$ cat src/rtl/arb_pkg.sv
// Shared definitions for the VC round-robin arbiter: FSM state encoding and
// default word geometry.
package arb_pkg;

  localparam int DATA_W_DEF   = 6;
  localparam int DEST_BIT_DEF = 4;
  localparam int CNT_W_DEF    = 8;

  typedef enum logic [2:0] {
    IDLE  = 3'b001,
    RUN   = 3'b010,
    BLOCK = 3'b100
  } arb_state_e;

endpackage

$ cat src/rtl/rr_grant2.sv
// Two-requester round-robin grant. Purely combinational; the pointer register
// lives in the instantiating module.
module rr_grant2 (
  input  logic [1:0] elig_i,
  input  logic       last_i,
  output logic [1:0] grant_o
);

  // On a tie the requester that did not win last time is served.
  assign grant_o = (&elig_i) ? (last_i ? 2'b01 : 2'b10) : elig_i;

endmodule

$ cat src/rtl/vc_rr_arbiter.sv
// Round-robin scheduler moving words from VC0/VC1 FIFOs to the D0/D1 FIFOs.
// Define ARB_STATS_EN to add per-VC grant counters (cnt_vc0/cnt_vc1).
module vc_rr_arbiter
  import arb_pkg::*;
#(
  parameter int DATA_W   = DATA_W_DEF,
  parameter int DEST_BIT = DEST_BIT_DEF
`ifdef ARB_STATS_EN
  ,
  parameter int CNT_W    = CNT_W_DEF
`endif
) (
  input  logic              clk,
  input  logic              reset,
  input  logic              active_in,
  input  logic              vc0_empty,
  input  logic              vc1_empty,
  input  logic [DATA_W-1:0] vc0_data,
  input  logic [DATA_W-1:0] vc1_data,
  input  logic              d0_almost_full,
  input  logic              d1_almost_full,
  output logic              vc0_pop,
  output logic              vc1_pop,
  output logic              d0_push,
  output logic              d1_push,
  output logic [DATA_W-1:0] d_data,
  output logic              arb_idle
`ifdef ARB_STATS_EN
  ,
  output logic [CNT_W-1:0]  cnt_vc0,
  output logic [CNT_W-1:0]  cnt_vc1
`endif
);

  arb_state_e        state_q;
  logic              last_q;
  logic              d0_push_q, d1_push_q, arb_idle_q;
  logic [DATA_W-1:0] d_data_q;

  logic [1:0]        elig, grant;
  logic [DATA_W-1:0] win_data;
  logic              vc0_af, vc1_af, both_af, any_data;

  // Almost-full of the destination each head word is heading for.
  assign vc0_af   = vc0_data[DEST_BIT] ? d1_almost_full : d0_almost_full;
  assign vc1_af   = vc1_data[DEST_BIT] ? d1_almost_full : d0_almost_full;
  assign both_af  = d0_almost_full & d1_almost_full;
  assign any_data = ~vc0_empty | ~vc1_empty;

  assign elig[0] = (state_q == RUN) & active_in & ~vc0_empty & ~vc0_af;
  assign elig[1] = (state_q == RUN) & active_in & ~vc1_empty & ~vc1_af;

  rr_grant2 u_grant (
    .elig_i  (elig),
    .last_i  (last_q),
    .grant_o (grant)
  );

  assign vc0_pop  = grant[0];
  assign vc1_pop  = grant[1];
  assign win_data = grant[1] ? vc1_data : vc0_data;

  // NOTE: every register below uses non-blocking assignment so that all
  // state updates on an edge see the pre-edge values of each other.
  always_ff @(posedge clk or posedge reset) begin
    if (reset) begin
      state_q    <= IDLE;
      arb_idle_q <= 1'b1;
    end else begin
      case (state_q)
        IDLE: begin
          if (active_in) begin
            state_q    <= RUN;
            arb_idle_q <= 1'b0;
          end
        end
        RUN: begin
          if (!active_in) begin
            state_q    <= IDLE;
            arb_idle_q <= 1'b1;
          end else if (both_af && any_data) begin
            state_q    <= BLOCK;
          end
        end
        BLOCK: begin
          if (!active_in) begin
            state_q    <= IDLE;
            arb_idle_q <= 1'b1;
          end else if (!both_af) begin
            state_q    <= RUN;
          end
        end
        default: begin
          state_q    <= IDLE;
          arb_idle_q <= 1'b1;
        end
      endcase
    end
  end

  // The push lands one cycle after the pop; reset discards it.
  always_ff @(posedge clk or posedge reset) begin
    if (reset) begin
      last_q    <= 1'b1;
      d0_push_q <= 1'b0;
      d1_push_q <= 1'b0;
      d_data_q  <= '0;
    end else begin
      d0_push_q <= (|grant) & ~win_data[DEST_BIT];
      d1_push_q <= (|grant) &  win_data[DEST_BIT];
      if (|grant) begin
        last_q   <= grant[1];
        d_data_q <= win_data;
      end
    end
  end

  assign d0_push  = d0_push_q;
  assign d1_push  = d1_push_q;
  assign d_data   = d_data_q;
  assign arb_idle = arb_idle_q;

`ifdef ARB_STATS_EN
  logic [CNT_W-1:0] cnt_vc0_q, cnt_vc1_q;

  always_ff @(posedge clk or posedge reset) begin
    if (reset) begin
      cnt_vc0_q <= '0;
      cnt_vc1_q <= '0;
    end else begin
      if (grant[0]) cnt_vc0_q <= cnt_vc0_q + CNT_W'(1);
      if (grant[1]) cnt_vc1_q <= cnt_vc1_q + CNT_W'(1);
    end
  end

  assign cnt_vc0 = cnt_vc0_q;
  assign cnt_vc1 = cnt_vc1_q;
`endif

endmodule

$ cat config.mk
export PLATFORM = sky130hd
export DESIGN_NAME = vc_rr_arbiter
export DESIGN_NICKNAME = d
export VERILOG_FILES = /design/src/rtl/arb_pkg.sv /design/src/rtl/rr_grant2.sv /design/src/rtl/vc_rr_arbiter.sv
export SDC_FILE = /design/constraint.sdc
export NUM_CORES = 1
export LEC_CHECK = 0
export ABC_AREA = 1
export BUFFER_PORTS_ARGS = -buffer_cell sky130_fd_sc_hd__buf_4
export CAP_MARGIN = 10
export CORE_AREA = 2 2 44 46
export DETAILED_ROUTE_END_ITERATION = 8
export DIE_AREA = 0 0 46 48
export PLACE_DENSITY_LB_ADDON = 0.2
export SYNTH_ARGS = -nofsm -noshare
export SYNTH_HDL_FRONTEND = slang
export SYNTH_SLANG_ARGS = --single-unit
$ cat constraint.sdc
create_clock -name clk -period 1.4 [get_ports clk]
set_clock_uncertainty 0.05 [all_clocks]
set_input_delay 0.28 -clock clk [delete_from_list [all_inputs] [get_ports clk]]
set_output_delay 0.28 -clock clk [all_outputs]
set_load 0.02 [all_outputs]
After elaboration in Yosys (flattened, before gate mapping) --
Cells that the tools add are included.
Storage, ports and cells: flip-flop bits (word level) 13, bits in latches 0, RAM bits 0, memory bits (read-only) 0, input bits 19, output and inout bits 11, word-level logic and storage cells 47, memories kept 0
Operators by class: add/subtract/negate cells 0, multiply operators 0, divide/modulo/power cells 0, $lt $le $gt $ge 0, equal/unequal tests 7, shift operators 0, muxes and demuxes 14, bitwise gates (word level) 14, reductions and logical operators 6
Operator list (number):
- $mux W3 | 5
- $pmux W3 S3 | 1
- $and A1 B1 Y1 | 8
- $mux W6 | 1
- $not A1 Y1 | 5
- $mux W1 | 4
- $mux W2 | 2
- $ne A2 B2 Y1 const B | 2
- $reduce_and A2 Y1 | 2
- $reduce_or A2 Y1 | 2
- $eq A3 B1 Y1 const B | 1
- $eq A3 B2 Y1 const B | 1
- $eq A3 B3 Y1 const B | 1
- $ne A3 B2 Y1 const B | 1
- $ne A3 B3 Y1 const B | 1
- $reduce_and A3 Y1 | 1
- $pmux W1 S2 | 1
- $logic_and A1 B1 Y1 | 1
- $or A1 B1 Y1 | 1

Longest topological paths before layout --
word-level depth 9, gate-level depth with buffers 8, gate-level depth less buffers 8

Hierarchy --
From an unflattened synthesis, not the netlist that was laid out.
Second synthesis, totals: cell total of the unflattened synthesis 89, area total of the unflattened synthesis 668.1 um2
Modules (own cells, without submodules):
- vc_rr_arbiter | times used 1, cells an instance 84, area an instance 646.9 um2, seq. area each 329.1 um2
- rr_grant2 | times used 1, cells an instance 5, area an instance 21.3 um2, seq. area each 0.0 um2

Worst setup path after synthesis --
No wires, ideal clock.
path kind flip-flop to output port, start register last_q, end output port vc0_pop, arrival 1229 ps, required time 1070 ps, path slack -159 ps, cell stages (with the launch flop) 5, path buffers 0, cell sequence dfstp_2 > nand4_2 > nand2_4 > inv_2 > nor2_1
Between the ends: longest elaborated chain between the ends 2
RTL lines:
- from (decl) | line vc_rr_arbiter.sv:36 | logic last_q;
- from (signal assigned) | line vc_rr_arbiter.sv:112 | last_q <= grant[1];
- $mux W2 (2 in a row) | line rr_grant2.sv:10 | assign grant_o = (&elig_i) ? (last_i ? 2'b01 : 2'b10) : elig_i;
- to (decl) | line vc_rr_arbiter.sv:22 | output logic vc0_pop,
Every way passes these cells.

Final worst setup path --
start register state_q[0], end output port vc0_pop
Between the ends: longest elaborated chain between the ends 6, elaborated cells between the ends (all ways) 8, classes of those cells eq/ne (1); mux (1); bitwise (5); reduce/logical (1)
RTL lines:
- from (decl) | line vc_rr_arbiter.sv:35 | arb_state_e state_q;
- from (signal assigned) | line vc_rr_arbiter.sv:67 | state_q <= IDLE;
- from (signal assigned) | line vc_rr_arbiter.sv:73 | state_q <= RUN;
- from (signal assigned) | line vc_rr_arbiter.sv:79 | state_q <= IDLE;
- $eq A3 B2 Y1 * | line vc_rr_arbiter.sv:50, vc_rr_arbiter.sv:51
- $and A1 B1 Y1 * | line vc_rr_arbiter.sv:50, vc_rr_arbiter.sv:51
- $and A1 B1 Y1 (on tied branches) (2 in a row) | line vc_rr_arbiter.sv:50, vc_rr_arbiter.sv:51
- $reduce_and A2 Y1 | line rr_grant2.sv:10
- $mux W2 * | line rr_grant2.sv:10
Every way passes the cells marked *; elsewhere a longest branch is shown, timed or not.

==> metrics.txt <==
worst slew pin tran 0.5139 ns; gr ovfl total 0; final slew viol count 0; Worst Path Arrival about 1.3 ns; worst path bufs/invs 2; Root Driver clkbuf_4; sw frac around two fifths; Mapped Nets around 120; Final Util 70.37%; Max stage delay on crit path around 0.58 ns; most frequent cells in the layout buf_4 (38), nand2_1 (34), inv_1 (16), dfrtp_1 (10); largest net degree at the start of global routing 14; FP Rows 15; synthesized area per cell around 7.6 um^2; Die X-Extent approximately 46 um; Die H around 48 um; status finished with violations; dpl cells ~160; violated checks setup timing; Starting Density a little under half; RSZ-0062 raised after global routing yes; warnings from Yosys 0; Final Setup Violations 2; Seq/Total Area, Yosys 42.69%; 1st-pass router iterations 4; crit path max fanout 4; Crit path max-delay family flip-flops; Max Cap Viol 0; synth top area cells dfrtp_1 (32%), nand2_1 (17%), dfstp_2 (10%), inv_1 (8.3%), nand3_1 (4.5%); global-route usage over all layers a little over a fifth; routed len/inst ~11 um; Slowest cell on crit path dfstp_2; FILL cells between 100 and 150; Vias per Instance between 4 and 5; Cell Area, Placed 0.001086 mm^2; area taken by multi-input logic gates roughly 410 um^2; Critical Path RT between 1 and 1.5 ns; via count 806; PortBufs 29; synthesized flop and latch total 13; H-Tree Depth 1; Final Hold Violating Endpoints 0; largest area contributor in the synthesized netlist dfrtp_1; total routed wirelength around 1.9 mm; HPWL after DPL ~1.5 mm; clk sink count 13; TritonCTS Buffers 3; nature of the critical path endpoint output port; Core ar. 0.001689 mm^2; Clock power frac ~14%; minimum clock period 1.649 ns; clock slew at reported path FFs around 0.070 ns; die area ~0.0022 mm^2; period utilisation layout 117.8%; PD cells roughly 1400 mW/mm^2; CTS max path bufs 2; RePlAce Congestion about 0.82; IO Pins 30; Worst Hold Class in -> reg; # diodes 0; register area about 330 um^2; Crit Path Class reg -> out; Final Cell Area 0.001189 mm^2; Final nets 168; Post-Synthesis Cell Area just under 800 um^2; DRC Markers 0; post-place setup slack -0.02276 ns; Starting DRT DRC Count 10; Synth top area share 32.47%; crit path cell chain nor2_4 > nand2_4 > nor2_8 > nand2_4 > inv_4 > nor2_4 > buf_6; Logic pwr share 46.3%; via count of the first global-routing pass about 800; Slew HR roughly 66%; antenna violations before repair 0; first-pass GRT wire length 3.215 mm; Final Total Pwr approximately 1.7 mW; Netlist cell types 18; Post-DRT Antenna Nets 0; share of cells above drive strength 1 43.92%; Post-Synthesis Cells about 100; Peak Freq ~600 MHz; synth-to-layout area growth 54.22%; most common cell after layout, fill and taps aside buf_4; worst skew pair latency 0.29 ns; non-filler cells, final 165; Net Sw Power between 600 and 700 uW; Max VDD drop around 0.0010 V; part of the power in registers between 30% and 40%; TritonCTS clock tree yes; Power Internal roughly 1 mW; P_leak slightly below 0.7 nW; critical path startpoint category register; post-route setup slack -0.2493 ns
[cell families after synthesis]
family | Yosys count | share of synthesized area, %
DFF | 13 | 42.70
AOI/OAI and AO/OA | 9 | 5.844
and+or+nand+nor | 61 | 42.21
buffers and inverters | 19 | 9.253
[cells in the mapped netlist, drive strengths merged]
library cell,n
a21oi,2
nand4,1
nand3b,4
nor2,8
nand2,37
dfstp,3
nor3,1
nand3,10
inv,19
o21ai,7
dfrtp,10
[repair_timing]
item / CTS / global route
pin swaps: 5 / 1
setup endpoints to repair: 5 / 13
buffers inserted: 6 / 0
hold buffers: 1 / 0
endpoints found under the hold margin: 10 / 0
gates resized for setup: 10 / 2
[layout make-up]
cell class | instances | share of cell area, %
repair buffers | 42 | 27.68
well taps | 17 | 1.789
inverters | 19 | 6.211
clock buffers | 4 | 2.211
flip-flops and latches | 13 | 27.68
multi-input cells | 70 | 34.42
[worst paths after layout]
| path | cells after the start | to | startpoint | slack [ns] |
|---|---|---|---|---|
| hold reg to reg | 2 | arb_idle | arb_idle | 0.43 |
| min in group asynchronous | 3 | d0_push | reset | 0.52 |
| hold / removal | 3 | d_data[2] | vc1_data[2] | 0.18 |
| max in group asynchronous | 3 | arb_idle | reset | 0.40 |
| setup reg to reg | 8 | d_data[4] | state_q[0] | 0.04 |
| setup / recovery | 7 | vc0_pop | state_q[0] | -0.25 |
[sequential cells by signal, summed over array words and instances, names as in the netlist]
signal	count
d0_push	1
d_data	6
last_q	1
state_q	3
d1_push	1
arb_idle	1
[metrics by stage]
step	setup TNS [ns]	hold slack, ns
floorplan	0	0.1048
global placement	-0.01560	0.2889
detailed placement	-0.02276	0.2976
CTS	-0.5127	0.1718
global route	-0.9382	0.1781
finish	-0.4656	0.1780
[power by group through the flow]
stage	Sequential (mW)	Clock [mW]	Combinational, mW
after floorplan	0.762	0	0.304
after global placement	0.646	0	0.700
after detailed placement	0.650	0	0.718
after CTS	0.654	0.252	0.777
after global routing	0.670	0.261	0.850
final	0.652	0.239	0.770
[metal layers]
metal | vias to the layer above | wire length (um) | global-route usage (%)
met5 | - | 0 | 0
met4 | 0 | 36 | 12.00
met3 | 4 | 85 | 3.396
met2 | 21 | 991 | 38.33
met1 | 373 | 739 | 22.83
li1 | 408 | - | -
[worst register-to-register path, cell delays in order (launching register included)]
cell	delay, ns
dfstp_2	0.58
inv_1	0.05
nand2_1	0.08
nor2_2	0.06
nand3_2	0.09
buf_4	0.15
nand2_1	0.06
nand3_2	0.07
nand2_1	0.05
Power figures use the tool's default switching activity.
